$ cat src/rtl/imem_loader_if.sv
// Byte-stream and instruction-memory write bus of the image loader.
// The master modport is the loader; the slave modport is the byte source and memory side.
interface imem_loader_if #(
    parameter int INST_WIDTH_LENGTH = 32,
    parameter int PC_WIDTH_LENGTH   = 32
);
    logic                         byte_valid;
    logic [7:0]                   byte_data;
    logic                         byte_ready;
    logic                         mem_we;
    logic [PC_WIDTH_LENGTH-1:0]   mem_addr;
    logic [INST_WIDTH_LENGTH-1:0] mem_wdata;

    modport master (
        input  byte_valid, byte_data,
        output byte_ready, mem_we, mem_addr, mem_wdata
    );

    modport slave (
        output byte_valid, byte_data,
        input  byte_ready, mem_we, mem_addr, mem_wdata
    );
endinterface

$ cat src/rtl/imem_loader.sv
// Streams a length-prefixed little-endian byte image into instruction memory,
// holding the core stalled until the last word has been written.
module imem_loader #(
    parameter int                         INST_WIDTH_LENGTH = 32,
    parameter int                         PC_WIDTH_LENGTH   = 32,
    parameter int                         MEM_DEPTH         = 1 << 18,
    parameter logic [PC_WIDTH_LENGTH-1:0] BASE_ADDR         = '0
) (
    input  logic                 clk,
    input  logic                 rst_n,
    input  logic                 start,
    imem_loader_if.master        bus,
    output logic                 cpu_hold,
    output logic                 busy,
    output logic                 done,
    output logic                 err
);

    typedef enum logic [2:0] {
        S_IDLE = 3'd0,
        S_HDR  = 3'd1,
        S_DATA = 3'd2,
        S_DONE = 3'd3,
        S_ERR  = 3'd4
    } state_e;

    localparam logic [32:0] MAX_WORDS = 33'(MEM_DEPTH);

    state_e                       state_q, state_d;
    logic [1:0]                   lane_q, lane_d;
    logic [31:0]                  word_cnt_q, word_cnt_d;
    logic [31:0]                  n_q, n_d;
    logic [23:0]                  shift_q, shift_d;
    logic                         mem_we_q, mem_we_d;
    logic [PC_WIDTH_LENGTH-1:0]   mem_addr_q, mem_addr_d;
    logic [INST_WIDTH_LENGTH-1:0] mem_wdata_q, mem_wdata_d;

    logic        ready;
    logic        accept;
    logic [31:0] assembled;

    assign ready     = (state_q == S_HDR) || (state_q == S_DATA);
    assign accept    = bus.byte_valid && ready;
    // Newest byte lands on top, so after four bytes the first one sits in [7:0].
    assign assembled = {bus.byte_data, shift_q};

    // NOTE: every _d gets a default before the case so no path can infer a latch.
    always_comb begin
        state_d     = state_q;
        lane_d      = lane_q;
        word_cnt_d  = word_cnt_q;
        n_d         = n_q;
        shift_d     = shift_q;
        mem_we_d    = 1'b0;
        mem_addr_d  = mem_addr_q;
        mem_wdata_d = mem_wdata_q;

        unique case (state_q)
            S_IDLE, S_DONE, S_ERR: begin
                if (start) begin
                    state_d    = S_HDR;
                    lane_d     = 2'd0;
                    word_cnt_d = 32'd0;
                end
            end

            S_HDR: begin
                if (accept) begin
                    shift_d = assembled[31:8];
                    lane_d  = lane_q + 2'd1;
                    if (lane_q == 2'd3) begin
                        n_d = assembled;
                        if (assembled == 32'd0) begin
                            state_d = S_DONE;
                        end else if ({1'b0, assembled} > MAX_WORDS) begin
                            state_d = S_ERR;
                        end else begin
                            state_d = S_DATA;
                        end
                    end
                end
            end

            S_DATA: begin
                if (accept) begin
                    shift_d = assembled[31:8];
                    lane_d  = lane_q + 2'd1;
                    if (lane_q == 2'd3) begin
                        mem_we_d    = 1'b1;
                        mem_addr_d  = BASE_ADDR + PC_WIDTH_LENGTH'({word_cnt_q, 2'b00});
                        mem_wdata_d = INST_WIDTH_LENGTH'(assembled);
                        word_cnt_d  = word_cnt_q + 32'd1;
                        if (word_cnt_q == n_q - 32'd1) begin
                            state_d = S_DONE;
                        end
                    end
                end
            end

            default: state_d = S_IDLE;
        endcase
    end

    // NOTE: sequential state uses non-blocking assignments only, so every register
    // samples the pre-edge value of its neighbours.
    always_ff @(posedge clk or negedge rst_n) begin
        if (!rst_n) begin
            state_q     <= S_IDLE;
            lane_q      <= 2'd0;
            word_cnt_q  <= 32'd0;
            n_q         <= 32'd0;
            shift_q     <= 24'd0;
            mem_we_q    <= 1'b0;
            mem_addr_q  <= '0;
            mem_wdata_q <= '0;
        end else begin
            state_q     <= state_d;
            lane_q      <= lane_d;
            word_cnt_q  <= word_cnt_d;
            n_q         <= n_d;
            shift_q     <= shift_d;
            mem_we_q    <= mem_we_d;
            mem_addr_q  <= mem_addr_d;
            mem_wdata_q <= mem_wdata_d;
        end
    end

    assign bus.byte_ready = ready;
    assign bus.mem_we     = mem_we_q;
    assign bus.mem_addr   = mem_addr_q;
    assign bus.mem_wdata  = mem_wdata_q;

    // The last word's write pulse lands in the first DONE cycle, so hold covers it.
    assign busy     = ready;
    assign cpu_hold = ready || mem_we_q;
    assign done     = (state_q == S_DONE);
    assign err      = (state_q == S_ERR);

endmodule

$ cat src/flat_wrapper.sv
// flat-port wrapper written by rule: the top's interface ports become plain ports
module imem_loader_flat 
#(
    parameter int                         INST_WIDTH_LENGTH = 32,
    parameter int                         PC_WIDTH_LENGTH   = 32,
    parameter int                         MEM_DEPTH         = 1 << 18,
    parameter logic [PC_WIDTH_LENGTH-1:0] BASE_ADDR         = '0
)
  (clk, rst_n, start, cpu_hold, busy, done, err, bus_byte_valid, bus_byte_data, bus_byte_ready, bus_mem_we, bus_mem_addr, bus_mem_wdata);
  imem_loader_if #(.INST_WIDTH_LENGTH(INST_WIDTH_LENGTH), .PC_WIDTH_LENGTH(PC_WIDTH_LENGTH)) bus_i ();
  input  logic clk;
  input  logic rst_n;
  input  logic start;
  output logic cpu_hold;
  output logic busy;
  output logic done;
  output logic err;
  input wire logic [$bits(bus_i.byte_valid)-1:0] bus_byte_valid;
  input wire logic [$bits(bus_i.byte_data)-1:0] bus_byte_data;
  output wire logic [$bits(bus_i.byte_ready)-1:0] bus_byte_ready;
  output wire logic [$bits(bus_i.mem_we)-1:0] bus_mem_we;
  output wire logic [$bits(bus_i.mem_addr)-1:0] bus_mem_addr;
  output wire logic [$bits(bus_i.mem_wdata)-1:0] bus_mem_wdata;
  assign bus_i.byte_valid = bus_byte_valid;
  assign bus_i.byte_data = bus_byte_data;
  assign bus_byte_ready = bus_i.byte_ready;
  assign bus_mem_we = bus_i.mem_we;
  assign bus_mem_addr = bus_i.mem_addr;
  assign bus_mem_wdata = bus_i.mem_wdata;
  imem_loader #(.INST_WIDTH_LENGTH(INST_WIDTH_LENGTH), .PC_WIDTH_LENGTH(PC_WIDTH_LENGTH), .MEM_DEPTH(MEM_DEPTH), .BASE_ADDR(BASE_ADDR)) u_core (.clk(clk), .rst_n(rst_n), .start(start), .bus(bus_i), .cpu_hold(cpu_hold), .busy(busy), .done(done), .err(err));
endmodule
$ cat config.mk
export PLATFORM = sky130hd
export DESIGN_NAME = imem_loader_flat
export DESIGN_NICKNAME = d
export VERILOG_FILES = /design/src/rtl/imem_loader_if.sv /design/src/rtl/imem_loader.sv /design/src/flat_wrapper.sv
export SDC_FILE = /design/constraint.sdc
export NUM_CORES = 1
export LEC_CHECK = 0
export CORE_UTILIZATION = 42
export CTS_CLUSTER_DIAMETER = 50
export DETAILED_ROUTE_END_ITERATION = 8
export GPL_ROUTABILITY_DRIVEN = 0
export GPL_TIMING_DRIVEN = 0
export PLACE_DENSITY = 0.67
export SYNTH_ARGS = -nofsm -noshare
export SYNTH_HDL_FRONTEND = slang
export SYNTH_SLANG_ARGS = --single-unit
$ cat constraint.sdc
create_clock -name clk -period 4.56 [get_ports clk]
set_input_delay 1.14 -clock clk [delete_from_list [all_inputs] [get_ports clk]]
set_output_delay 1.14 -clock clk [all_outputs]
set_load 0.005 [all_outputs]
==> impl_results.md <==
- Number of synthesized flops with an enable pin: 0
- VDD IR-drop max: 0.338 mV
- Pwr/cell area: 507 nW/um^2
- HP Class: reg -> reg
- RSZ-0062 raised after global routing: no
- Die height: 138 um
- Final instance area: 9490 um^2
- Die W: 138 um
- Clock-pin transition on the worst setup and hold timing paths: 0.07 ns
- Sequential area share after synthesis: 50.2%
- Gr usage total: 19.9%
- Slew @ Worst Pin: 1.10 ns
- DIE AREA: 19100 um^2
- Average cell area after synthesis: 11.2 um^2
- Startpoint class of the critical path: input pin
- WS Path Type: in -> reg
- Post-synth ARST share: 100%
- Mapped Cells: 692
- Routed wire per std cell: 17.3 um
- YS warnings: 0
- Setup ws final: 0.982 ns
- Post-Route WL: 17900 um
- Fillers: 1588
- Post-CTS Setup Repair Bufs: 0
- Area of the multi-input gates: 3650 um^2
- Most common cell in the netlist: dfrtp_1
- DRT antenna net count: 0
- Vias in the first global route: 5617
- Area Overhead vs Synth: 22.0%
- Post-route insts no fill: 1034
- Register bit total from synthesis: 156
- Outcome: finished, violations left
- Critical Path Sink Type: flop
- Final hold viol count: 0
- Flop2flop setup slack: 1.10 ns
- Failing checks: DRC
- HP Start: u_core.bus.mem_wdata[8]$_DFFE_PN0P_
- Crit path time final: 3.58 ns
- HPWL Detailed: 12700 um
- Final nets: 807
- Fmax: 0.279 GHz
- WHS: 0.483 ns
- H-tree Lvls: 4
- Starting Density: 43.0%
- Slew HR: 26.4%
- # rows: 49
- Dpl ws: 0.481 ns
- Routed vias/inst: 5.50
- N_diodes: 0
- Clock Tree Root: clkbuf_16
- Sequential Area: 3900 um^2
- Max Cap Violations: 0
- Largest net degree at the start of global routing: 95
- Detailed router's first-iteration violation count: 335
- Synthesized cell area: 7780 um^2
- Core ar.: 18100 um^2
- Most used DFF post-synth: dfrtp_1
- Via count: 5682
- Max Fanout on Critical Path: 10
- Post-synth top area share: 50.2%
- Global-route wire length before repair: 29800 um
- Unique masters post-synth: 68
- Final Cycle Share: 78.5%
- Final Util: 52.5%
- Placed cell count: 1002
- Longest Clk Path Bufs: 2
- CTS tree: yes
- Initial antenna violation count: 0
- Overflow after GRT: 0
- CTS resizes: 0
- Worst r2r src: u_core.n_q[0]$_DFFE_PN0P_
- Commonest cells post-synth: dfrtp_1, mux2_2, nor2_1, nand2_1, clkbuf_1
- Layout cells sized above 1: 18.4%
- Worst Path Arrival: 3.90 ns
- IO Pins: 82
- CP startpoint: bus_byte_valid
- Ranking of synthesized cells by area: dfrtp_1, mux2_2, xnor2_1
- # setup viols final: 0
- Clock Latency Late Sink: 0.44 ns
- Critical Path RT: 4.88 ns
- DP Area: 8890 um^2
- Port buffer count: 79
- Clk sink count: 156
- Pre-Repair DR Iteration Count: 9
- Leak pwr: 0.00400 uW
- DRC errors left: 10
- TritonCTS Buffers: 17
- Clock Skews: 0.00856 ns
- Slew Limit Fails: 0
- Area leader, netlist: dfrtp_1
- Hold buffer count at CTS: 0
## path summary, 6_finish.rpt
kind	depth (start not counted)	endpoint
min in group asynchronous	1	u_core.bus.mem_wdata[1]$_DFFE_PN0P_
max in group asynchronous	2	u_core.n_q[18]$_DFFE_PN0P_
max reg2reg	9	u_core.state_q[0]$_DFFE_PN0P_
min reg2reg	1	u_core.bus.mem_wdata[8]$_DFFE_PN0P_
max	6	u_core.bus.mem_wdata[1]$_DFFE_PN0P_
min	1	u_core.bus.mem_wdata[8]$_DFFE_PN0P_
## where the power goes
part,internal (uW),switching [uW]
combinational,655,712
clock,825,623
sequential,1650,356
## final cells by class
type                    instances  area share, %
plain buffers                  44           1.99
clock buffers                  17           4.48
clock inverters                15           1.85
inverters                      10          0.395
multi-input cells             483           38.5
flip-flops and latches        156           41.1
well taps                     229           3.02
repair buffers                 80           8.67
## sequential cells by signal (all words and copies together) (netlist names)
register / flops
u_core.bus.mem_addr: 30
u_core.bus.mem_wdata: 32
u_core.bus.mem_we: 1
u_core.lane_q: 2
u_core.n_q: 32
u_core.shift_q: 24
u_core.state_q: 3
u_core.word_cnt_q: 32
## metal layers
layer  vias to the layer above  global-route usage [%]  wire, um
li1                       2710                       -         -
met1                      2816                    26.9      8430
met2                       126                    31.7      8340
met3                        30                    3.78       723
met4                         0                    7.81       398
met5                         -                       0         0
## critical path, stage by stage
cell,delay (ns)
clkdlybuf4s50_1,0.57
nand2_1,0.16
nor3_1,0.27
clkbuf_1,0.65
clkbuf_1,0.69
mux2_2,0.41
## through the flow
stage          total power, uW  TNS, ns
6_report                  4820        0
3_3_place_gp              3340  -640.24
5_1_grt                   5100        0
2_1_floorplan             2920        0
4_1_cts                   4850        0
3_5_place_dp              3380        0
## placed cells by master (no fill, tap or decap), types with 4 or more instances in the layout
cell and count:
dfrtp_1 156, mux2_2 93, clkdlybuf4s50_1 78, nor2_1 50, nand2_1 38, clkbuf_1 36, xnor2_1 30, nor3_1 26
mux2_1 23, xor2_1 22, clkbuf_16 17, nand4_1 16, nand3_1 16, a21oi_1 13, nor4_1 12, inv_1 10
o21ai_0 9, or4_1 9, or3_1 8, nand2b_1 7, o31ai_1 6, and3_1 6, a31oi_1 6, o21ai_1 6
and4_1 5, nand3b_1 5, nor2b_1 5, inv_6 5, o2111ai_1 4, buf_2 4
## cell families (layout without fill, tap and decap cells)
logic type	Yosys count	after routing	synth area share (%)
adders and majority gates	3	3	0.483
xor gates and xnor gates	52	52	5.85
DFF	156	156	50.2
other	1	2	0.0482
AOI/OAI and AO/OA	79	79	7.35
and+or+nand+nor	228	228	16.0
buffers and inverters	54	166	2.91
muxes	119	119	17.2
No activity file was read; power rests on OpenSTA's default activity.
